===== src/rtl/toggle_handshake_receiver_pkg.sv =====
// Shared constants and state encoding for the toggle handshake pair.
// Defaults are common to the receiver and the matching transmitter.
package toggle_handshake_receiver_pkg;

  localparam int DEF_DATA_W      = 8;
  localparam int DEF_SYNC_STAGES = 2;
  localparam int DEF_CNT_W       = 8;

  typedef enum logic {
    IDLE = 1'b0,
    HOLD = 1'b1
  } state_e;

endpackage


===== src/rtl/toggle_handshake_receiver_sync_detect.sv =====
// Toggle synchroniser and edge detector: one-cycle pulse per level change.
// Reused on the transmitter side to detect ACK_T flips.
module toggle_sync_detect #(
  parameter int SYNC_STAGES = 2
) (
  input  logic i_clk,
  input  logic i_rst_n,
  input  logic i_tog,
  output logic o_tgl
);

  logic [SYNC_STAGES-1:0] r_sync;
  logic                   r_seen;
  logic                   w_req_s;

  assign w_req_s = r_sync[SYNC_STAGES-1];
  assign o_tgl   = w_req_s ^ r_seen;

  always_ff @(posedge i_clk) begin
    if (!i_rst_n) begin
      r_sync <= '0;
      r_seen <= 1'b0;
    end else begin
      r_sync <= {r_sync[SYNC_STAGES-2:0], i_tog};
      r_seen <= w_req_s;
    end
  end

endmodule


===== src/rtl/toggle_handshake_receiver.sv =====
// Receiving end of a two-phase toggle handshake with VALID/READY output.
// Overruns are dropped and flagged in a sticky ERR bit.
module toggle_handshake_receiver
  import toggle_handshake_receiver_pkg::*;
#(
  parameter int DATA_W      = DEF_DATA_W,
  parameter int SYNC_STAGES = DEF_SYNC_STAGES,
  parameter int CNT_W       = DEF_CNT_W
) (
  input  logic              CLK,
  input  logic              RSTn,
  input  logic              REQ_T,
  input  logic [DATA_W-1:0] DATA,
  output logic              ACK_T,
  output logic [DATA_W-1:0] DOUT,
  output logic              VALID,
  input  logic              READY,
  output logic [CNT_W-1:0]  COUNT,
  output logic              ERR
);

  state_e r_state;
  state_e w_state_nxt;
  logic   w_tgl;
  logic   w_capture;
  logic   w_consume;
  logic   w_overrun;

  toggle_sync_detect #(
    .SYNC_STAGES (SYNC_STAGES)
  ) u_sync (
    .i_clk   (CLK),
    .i_rst_n (RSTn),
    .i_tog   (REQ_T),
    .o_tgl   (w_tgl)
  );

  assign VALID = (r_state == HOLD);

  always_comb begin
    w_state_nxt = r_state;
    w_capture   = 1'b0;
    w_consume   = 1'b0;
    w_overrun   = 1'b0;
    unique case (r_state)
      IDLE: begin
        if (w_tgl) begin
          w_capture   = 1'b1;
          w_state_nxt = HOLD;
        end
      end
      HOLD: begin
        // A flip while holding is dropped; READY still completes the word
        w_overrun = w_tgl;
        if (READY) begin
          w_consume   = 1'b1;
          w_state_nxt = IDLE;
        end
      end
      default: w_state_nxt = IDLE;
    endcase
  end

  always_ff @(posedge CLK) begin
    if (!RSTn) begin
      r_state <= IDLE;
      ACK_T   <= 1'b0;
      DOUT    <= '0;
      COUNT   <= '0;
      ERR     <= 1'b0;
    end else begin
      r_state <= w_state_nxt;
      if (w_capture) DOUT <= DATA;
      if (w_consume) begin
        ACK_T <= ~ACK_T;
        COUNT <= COUNT + CNT_W'(1);
      end
      if (w_overrun) ERR <= 1'b1;
    end
  end

endmodule


===== config.mk =====
export PLATFORM = sky130hd
export DESIGN_NAME = toggle_handshake_receiver
export DESIGN_NICKNAME = d
export VERILOG_FILES = /design/src/rtl/toggle_handshake_receiver_pkg.sv /design/src/rtl/toggle_handshake_receiver_sync_detect.sv /design/src/rtl/toggle_handshake_receiver.sv
export SDC_FILE = /design/constraint.sdc
export NUM_CORES = 1
export LEC_CHECK = 0
export CAP_MARGIN = 40
export CORE_MARGIN = 2
export CORE_UTILIZATION = 42
export CTS_CLUSTER_SIZE = 14
export DETAILED_ROUTE_END_ITERATION = 10
export GPL_TIMING_DRIVEN = 0
export PLACE_DENSITY = 0.74
export SYNTH_ARGS = -nofsm -noshare
export SYNTH_HDL_FRONTEND = slang
export SYNTH_SLANG_ARGS = --single-unit
export TNS_END_PERCENT = 50

===== constraint.sdc =====
create_clock -name CLK -period 1.65 [get_ports CLK]
set_input_delay 0.2475 -clock CLK [delete_from_list [all_inputs] [get_ports CLK]]
set_output_delay 0.2475 -clock CLK [all_outputs]
set_load 0.05 [all_outputs]

==> flow_metrics.tcl, run 1 <==
set metrics [dict create \
    syn_to_final_growth_pct 44.1 \
    diodes 0 \
    criticalPathCategory "flip-flop to primary output" \
    viasPerCell 5.16 \
    end_kind "primary output" \
    critPathSlowestCell "dlygate4sd2_1" \
    grt_use_total 0.163 \
    crit_fanout 6 \
    io_buffer_count 30 \
    period_share 0.947 \
    internal-power_uw 847 \
    postLayoutCoreUtil 0.623 \
    p_leak_nw 0.501 \
    ios 31 \
    antenna_found_initial 0 \
    firstDrtPassIters 4 \
    insertion_delay_ps 300 \
    power.share.sequential 0.502 \
    critPathBufInv 1 \
    die_w_um 48.2 \
    dp_hpwl_mm 1.26 \
    hold-worst-slack_ps 458 \
    grt_pass1_vias 588 \
    gp_congestion 0.714 \
    synth_fp_nets 105 \
    layout_commonest_cell "dfxtp_1" \
    worstSetupStartpoint "VALID$_SDFF_PN0_" \
    grt.overflow.total 0 \
    switching_share 0.241 \
    drtIter0Drc 20 \
    yosys_warnings 0 \
    pwr-share-clk 0.364 \
    htree_levels 1 \
    vias 789 \
    synth.ff_latch_count 22 \
    p_comb_frac 0.134 \
    power.density_mw_per_mm2 942 \
    reg2reg_slack_ps 280 \
    power.total_mw 1.12 \
    postCtsSetupBuffers 0 \
    cts.sinks 22 \
    min_period_ps 1560 \
    ctsResizeCount 19 \
    ant_nets 0 \
    critPathMaxStageDelay_ps 560 \
    grt_max_degree 14 \
    cts_tree "yes" \
    worst_pin_slew_ps 652 \
    rsz0062_at_grt "no" \
    drcViolationCount 0 \
    hold_violations 0 \
    nets 140 \
    r2r_end "COUNT[7]$_SDFFE_PN0P_" \
    cts_root_buf "clkbuf_4" \
    crit_required_ps 1400 \
    finalSetupViolCount 0 \
    fin_skew_ps 5.39 \
    cp.depth 1 \
    cts_buffers 3 \
    grt_pass1_wl_mm 2.60 \
    crit_chain "dlygate4sd2_1" \
    ys_types 18 \
    synthesis.area_sq_um 822 \
    start_util 0.432 \
    status "completed" \
    ctsLongestPathBuffers 2 \
    vdd_ir_drop_max_mv 0.581 \
    path_clk_slew_ps 120 \
    wirelength_mm 1.74 \
    arrival_ps 1310 \
    fmax_mhz 640 \
    startpoint_type "flip-flop" \
    crit_end "VALID" \
    worstHoldPathType "flip-flop to flip-flop" \
    die_h_um 48.2 \
    switching_power_uw 270 \
    dieArea_sq_mm 0.00233 \
    syn_inst 92 \
    drive_gt1_frac 0.0397 \
    post_drt_wl_per_cell_um 11.4 \
    report.final.slew_viol_count 0 \
    most-common-layout-cells "dfxtp_1 (22), dlygate4sd2_1 (19), a21oi_1 (16), o21ai_0 (12)" \
    reg2regPathDepth 3 \
    rr_startpoint "VALID$_SDFF_PN0_" \
    ys_seq_area_frac 0.536 \
    cts_hold_buf 0 \
    synth.avg_cell_area_sq_um 8.94 \
    max_slew_margin 0.564 \
    num_rows 16 \
    max-cap-violations 0 \
    coreArea_sq_mm 0.00190 \
    critPathTopFamily "buffers and inverters" \
]
[cell type report]
| cell class | count | area (sq um) |
|---|---|---|
| Tap cell | 27 | 33.8 |
| Clock inverter | 1 | 30.0 |
| Clock buffer | 3 | 22.5 |
| Sequential cell | 22 | 440 |
| Inverter | 4 | 15.0 |
| Multi-Input combinational cell | 64 | 359 |
| Fill cell | 170 | 717 |
| Timing Repair Buffer | 30 | 277 |
| Buffer | 2 | 7.51 |
[cell usage after synthesis]
master    number  share of area
inv_1          2         0.0091
or3_1          4          0.030
nand4_1        1         0.0076
ha_1           1          0.015
clkinv_1       2         0.0091
clkbuf_1       2         0.0091
o21ai_0       12          0.073
nor2_1         4          0.018
a21oi_1       16          0.097
o31ai_1        1         0.0091
and2_1         3          0.023
dfxtp_1       22           0.54
xor2_1         3          0.032
nand2_1        4          0.018
or4_1          1         0.0091
nand4_2        1          0.015
xnor2_1        2          0.021
nand3_1       11          0.067
[flip-flops by register name, summed over array words and instances, names as in the netlist]
| signal | flops |
|---|---|
| COUNT | 8 |
| DOUT | 8 |
| u_sync.r_sync | 2 |
| ACK_T | 1 |
| ERR | 1 |
| VALID | 1 |
| u_sync.r_seen | 1 |
[worst min-delay path by stage]
stage                                startpoint                          end  slack (ps)  cells past startpoint
CTS                 u_sync.r_sync[0]$_SDFF_PN0_  u_sync.r_sync[1]$_SDFF_PN0_         470                      1
detailed placement  u_sync.r_sync[0]$_SDFF_PN0_  u_sync.r_sync[1]$_SDFF_PN0_         440                      1
global placement    u_sync.r_sync[0]$_SDFF_PN0_  u_sync.r_sync[1]$_SDFF_PN0_         420                      1
floorplan                                  RSTn             VALID$_SDFF_PN0_         360                      2
global route        u_sync.r_sync[0]$_SDFF_PN0_  u_sync.r_sync[1]$_SDFF_PN0_         470                      1
finish              u_sync.r_sync[0]$_SDFF_PN0_  u_sync.r_sync[1]$_SDFF_PN0_         460                      1
[per-stage QoR]
stage               std cells  worst slack [ps]  TNS [ps]  cell area, sq um
floorplan                  92              59.3         0               822
global placement          149             -24.9     -24.9              1160
detailed placement        149             -45.2     -45.2              1160
CTS                       153              69.3         0              1180
global route              153              30.3         0              1180
finish                    153              88.2         0              1180
[cell families (layout without fill, tap and decap cells)]
kind of cell	count (synthesis)	after routing	share of synthesized area
flip-flops	22	22	0.536
buffers and inverters	6	40	0.0274
adder cells (fa/ha/maj)	1	1	0.0152
XOR/XNOR	5	5	0.0533
AND/OR/NAND/NOR	29	29	0.189
AO/OA/AOI/OAI	29	29	0.180
[power groups by stage]
| stage | Sequential [mW] | Combinational (mW) | Clock (mW) |
|---|---|---|---|
| 2_1_floorplan | 0.624 | 0.0401 | 0 |
| 3_3_place_gp | 0.573 | 0.159 | 0 |
| 3_5_place_dp | 0.573 | 0.160 | 0 |
| 4_1_cts | 0.561 | 0.151 | 0.414 |
| 5_1_grt | 0.563 | 0.162 | 0.432 |
| 6_report | 0.560 | 0.150 | 0.406 |
[per-layer routing]
metal	share of wire	track usage
met1	0.47	0.229
met2	0.48	0.237
met4	0	0.0649
met5	0	0
met3	0.049	0.0444
Power figures use the tool's default switching activity.
==> run 2: changes to the inputs <==
==> constraint.sdc (replaced) <==
create_clock -name CLK -period 1.65 [get_ports CLK]
set_input_delay 0.2475 -clock CLK [delete_from_list [all_inputs] [get_ports CLK]]
set_output_delay 0.2475 -clock CLK [all_outputs]
set_load 0.02 [all_outputs]
==> run 2 against run 1 <==
Compared with the run above: clock power about the same; global-route usage decreased by 0.076 points; via count unchanged; sequential power about the same; combinational power decreased by 17%; sequential cell count unchanged; sequential share of layout area decreased by 0.92 points; critical path depth unchanged; die area unchanged; register-to-register slack about the same.
==> flow_metrics.tcl, run 2 (same netlist as run 1, synthesis figures left out) <==
set metrics [dict create \
    status "completed" \
    ant_nets 0 \
    power.density_mw_per_mm2 897 \
    pwr-share-clk 0.370 \
    dieArea_sq_mm 0.00233 \
    num_rows 16 \
    crit_chain "clkdlybuf4s50_1" \
    critPathTopFamily "buffers and inverters" \
    nFillCells 159 \
    min_period_ps 1590 \
    crit_fanout 4 \
    drcViolationCount 0 \
    die_h_um 48.2 \
    power.share.sequential 0.515 \
    p_comb_frac 0.115 \
    top_regs "COUNT x8, DOUT x8, u_sync.r_sync x2" \
    hold_violations 0 \
    cts_root_buf "clkbuf_4" \
    nets 140 \
    syn_to_final_growth_pct 47.8 \
    multiInputGateArea_sq_um 359 \
    cts_hold_buf 0 \
    seq_area_sq_um 440 \
    grt_pass1_vias 588 \
    criticalPathCategory "flip-flop to primary output" \
    layout_commonest_cell "clkdlybuf4s50_1" \
    cts_buffers 3 \
    start_util 0.432 \
    postCtsSetupBuffers 0 \
    diodes 0 \
    worstHoldPathType "flip-flop to flip-flop" \
    critPathSlowestCell "clkdlybuf4s50_1" \
    startpoint_type "flip-flop" \
    finalSetupViolCount 0 \
    dp_hpwl_mm 1.26 \
    antenna_found_initial 0 \
    hold-worst-slack_ps 458 \
    arrival_ps 1340 \
    firstDrtPassIters 4 \
    rsz0062_at_grt "no" \
    final.setup.worst_slack_ps 64.2 \
    cts_tree "yes" \
    crit_required_ps 1400 \
    io_buffer_count 30 \
    ctsLongestPathBuffers 2 \
    htree_levels 1 \
    vias 789 \
    switching_share 0.215 \
    vdd_ir_drop_max_mv 0.575 \
    fin_skew_ps 6.52 \
    critPathMaxStageDelay_ps 630 \
    viasPerCell 5.16 \
    internal-power_uw 856 \
    grt_use_total 0.162 \
    max_slew_margin 0.562 \
    wirelength_mm 1.75 \
    pre_cts_ws_ps -45.2 \
    drtIter0Drc 19 \
    switching_power_uw 234 \
    most-common-layout-cells "clkdlybuf4s50_1 (26), dfxtp_1 (22), a21oi_1 (16), o21ai_0 (12), nand3_1 (11)" \
    ctsResizeCount 1 \
    path_clk_slew_ps 120 \
    gp_congestion 0.714 \
    report.final.slew_viol_count 0 \
    post_drt_wl_per_cell_um 11.4 \
    max-cap-violations 0 \
    die_w_um 48.2 \
    ios 31 \
    insertion_delay_ps 300 \
    p_leak_nw 0.473 \
    end_kind "primary output" \
    grt_max_degree 14 \
    period_share 0.961 \
    cts.sinks 22 \
    grt.overflow.total 0 \
    fmax_mhz 631 \
    fin_setup_tns_ps 0 \
    worst_pin_slew_ps 653 \
    coreArea_sq_mm 0.00190 \
    critPathBufInv 1 \
    drive_gt1_frac 0.0397 \
    grt_pass1_wl_mm 2.59 \
]
## run 2: worst reg2reg max path, cell delays in order, from the launching register on
cell and delay (ps):
dfxtp_1 450, nand4_2 190, or4_1 500, a21oi_1 150
## run 2: final timing paths
path	slack (ps)	to	depth (start not counted)	start
min	460	u_sync.r_sync[1]$_SDFF_PN0_	1	u_sync.r_sync[0]$_SDFF_PN0_
max reg2reg	280	COUNT[7]$_SDFFE_PN0P_	3	VALID$_SDFF_PN0_
max	60	COUNT[1]	1	COUNT[1]$_SDFFE_PN0P_
min reg2reg	460	u_sync.r_sync[1]$_SDFF_PN0_	1	u_sync.r_sync[0]$_SDFF_PN0_
## run 2: layout make-up
class	count	share of cell area
plain buffers	2	0.00618
clock buffers	3	0.0185
clock inverters	1	0.0247
inverters	4	0.0124
multi-input cells	64	0.296
flip-flops and latches	22	0.363
well taps	27	0.0278
repair buffers	30	0.252
## run 2: routing by layer
layer | track usage | vias to the layer above | share of wire
met1 | 0.229 | 368 | 0.47
met2 | 0.234 | 26 | 0.48
met5 | 0 | - | 0
met4 | 0.0649 | 0 | 0
met3 | 0.0444 | 0 | 0.050
li1 | - | 395 | -
## run 2: through the flow
step / power, mW / util / instance area (sq um) / instances
6_report: 1.09 / 0.639 / 1210 / 153
5_1_grt: 1.13 / 0.639 / 1210 / 153
4_1_cts: 1.10 / 0.635 / 1210 / 153
3_5_place_dp: 0.700 / 0.608 / 1160 / 149
3_3_place_gp: 0.698 / 0.608 / 1160 / 149
2_1_floorplan: 0.631 / - / 822 / 92
## run 2: power groups by stage
stage / Clock [mW] / Combinational (mW) / Sequential (mW)
3_5_place_dp: 0 / 0.127 / 0.573
3_3_place_gp: 0 / 0.125 / 0.573
6_report: 0.403 / 0.125 / 0.561
5_1_grt: 0.432 / 0.138 / 0.563
2_1_floorplan: 0 / 0.0401 / 0.590
4_1_cts: 0.414 / 0.126 / 0.561
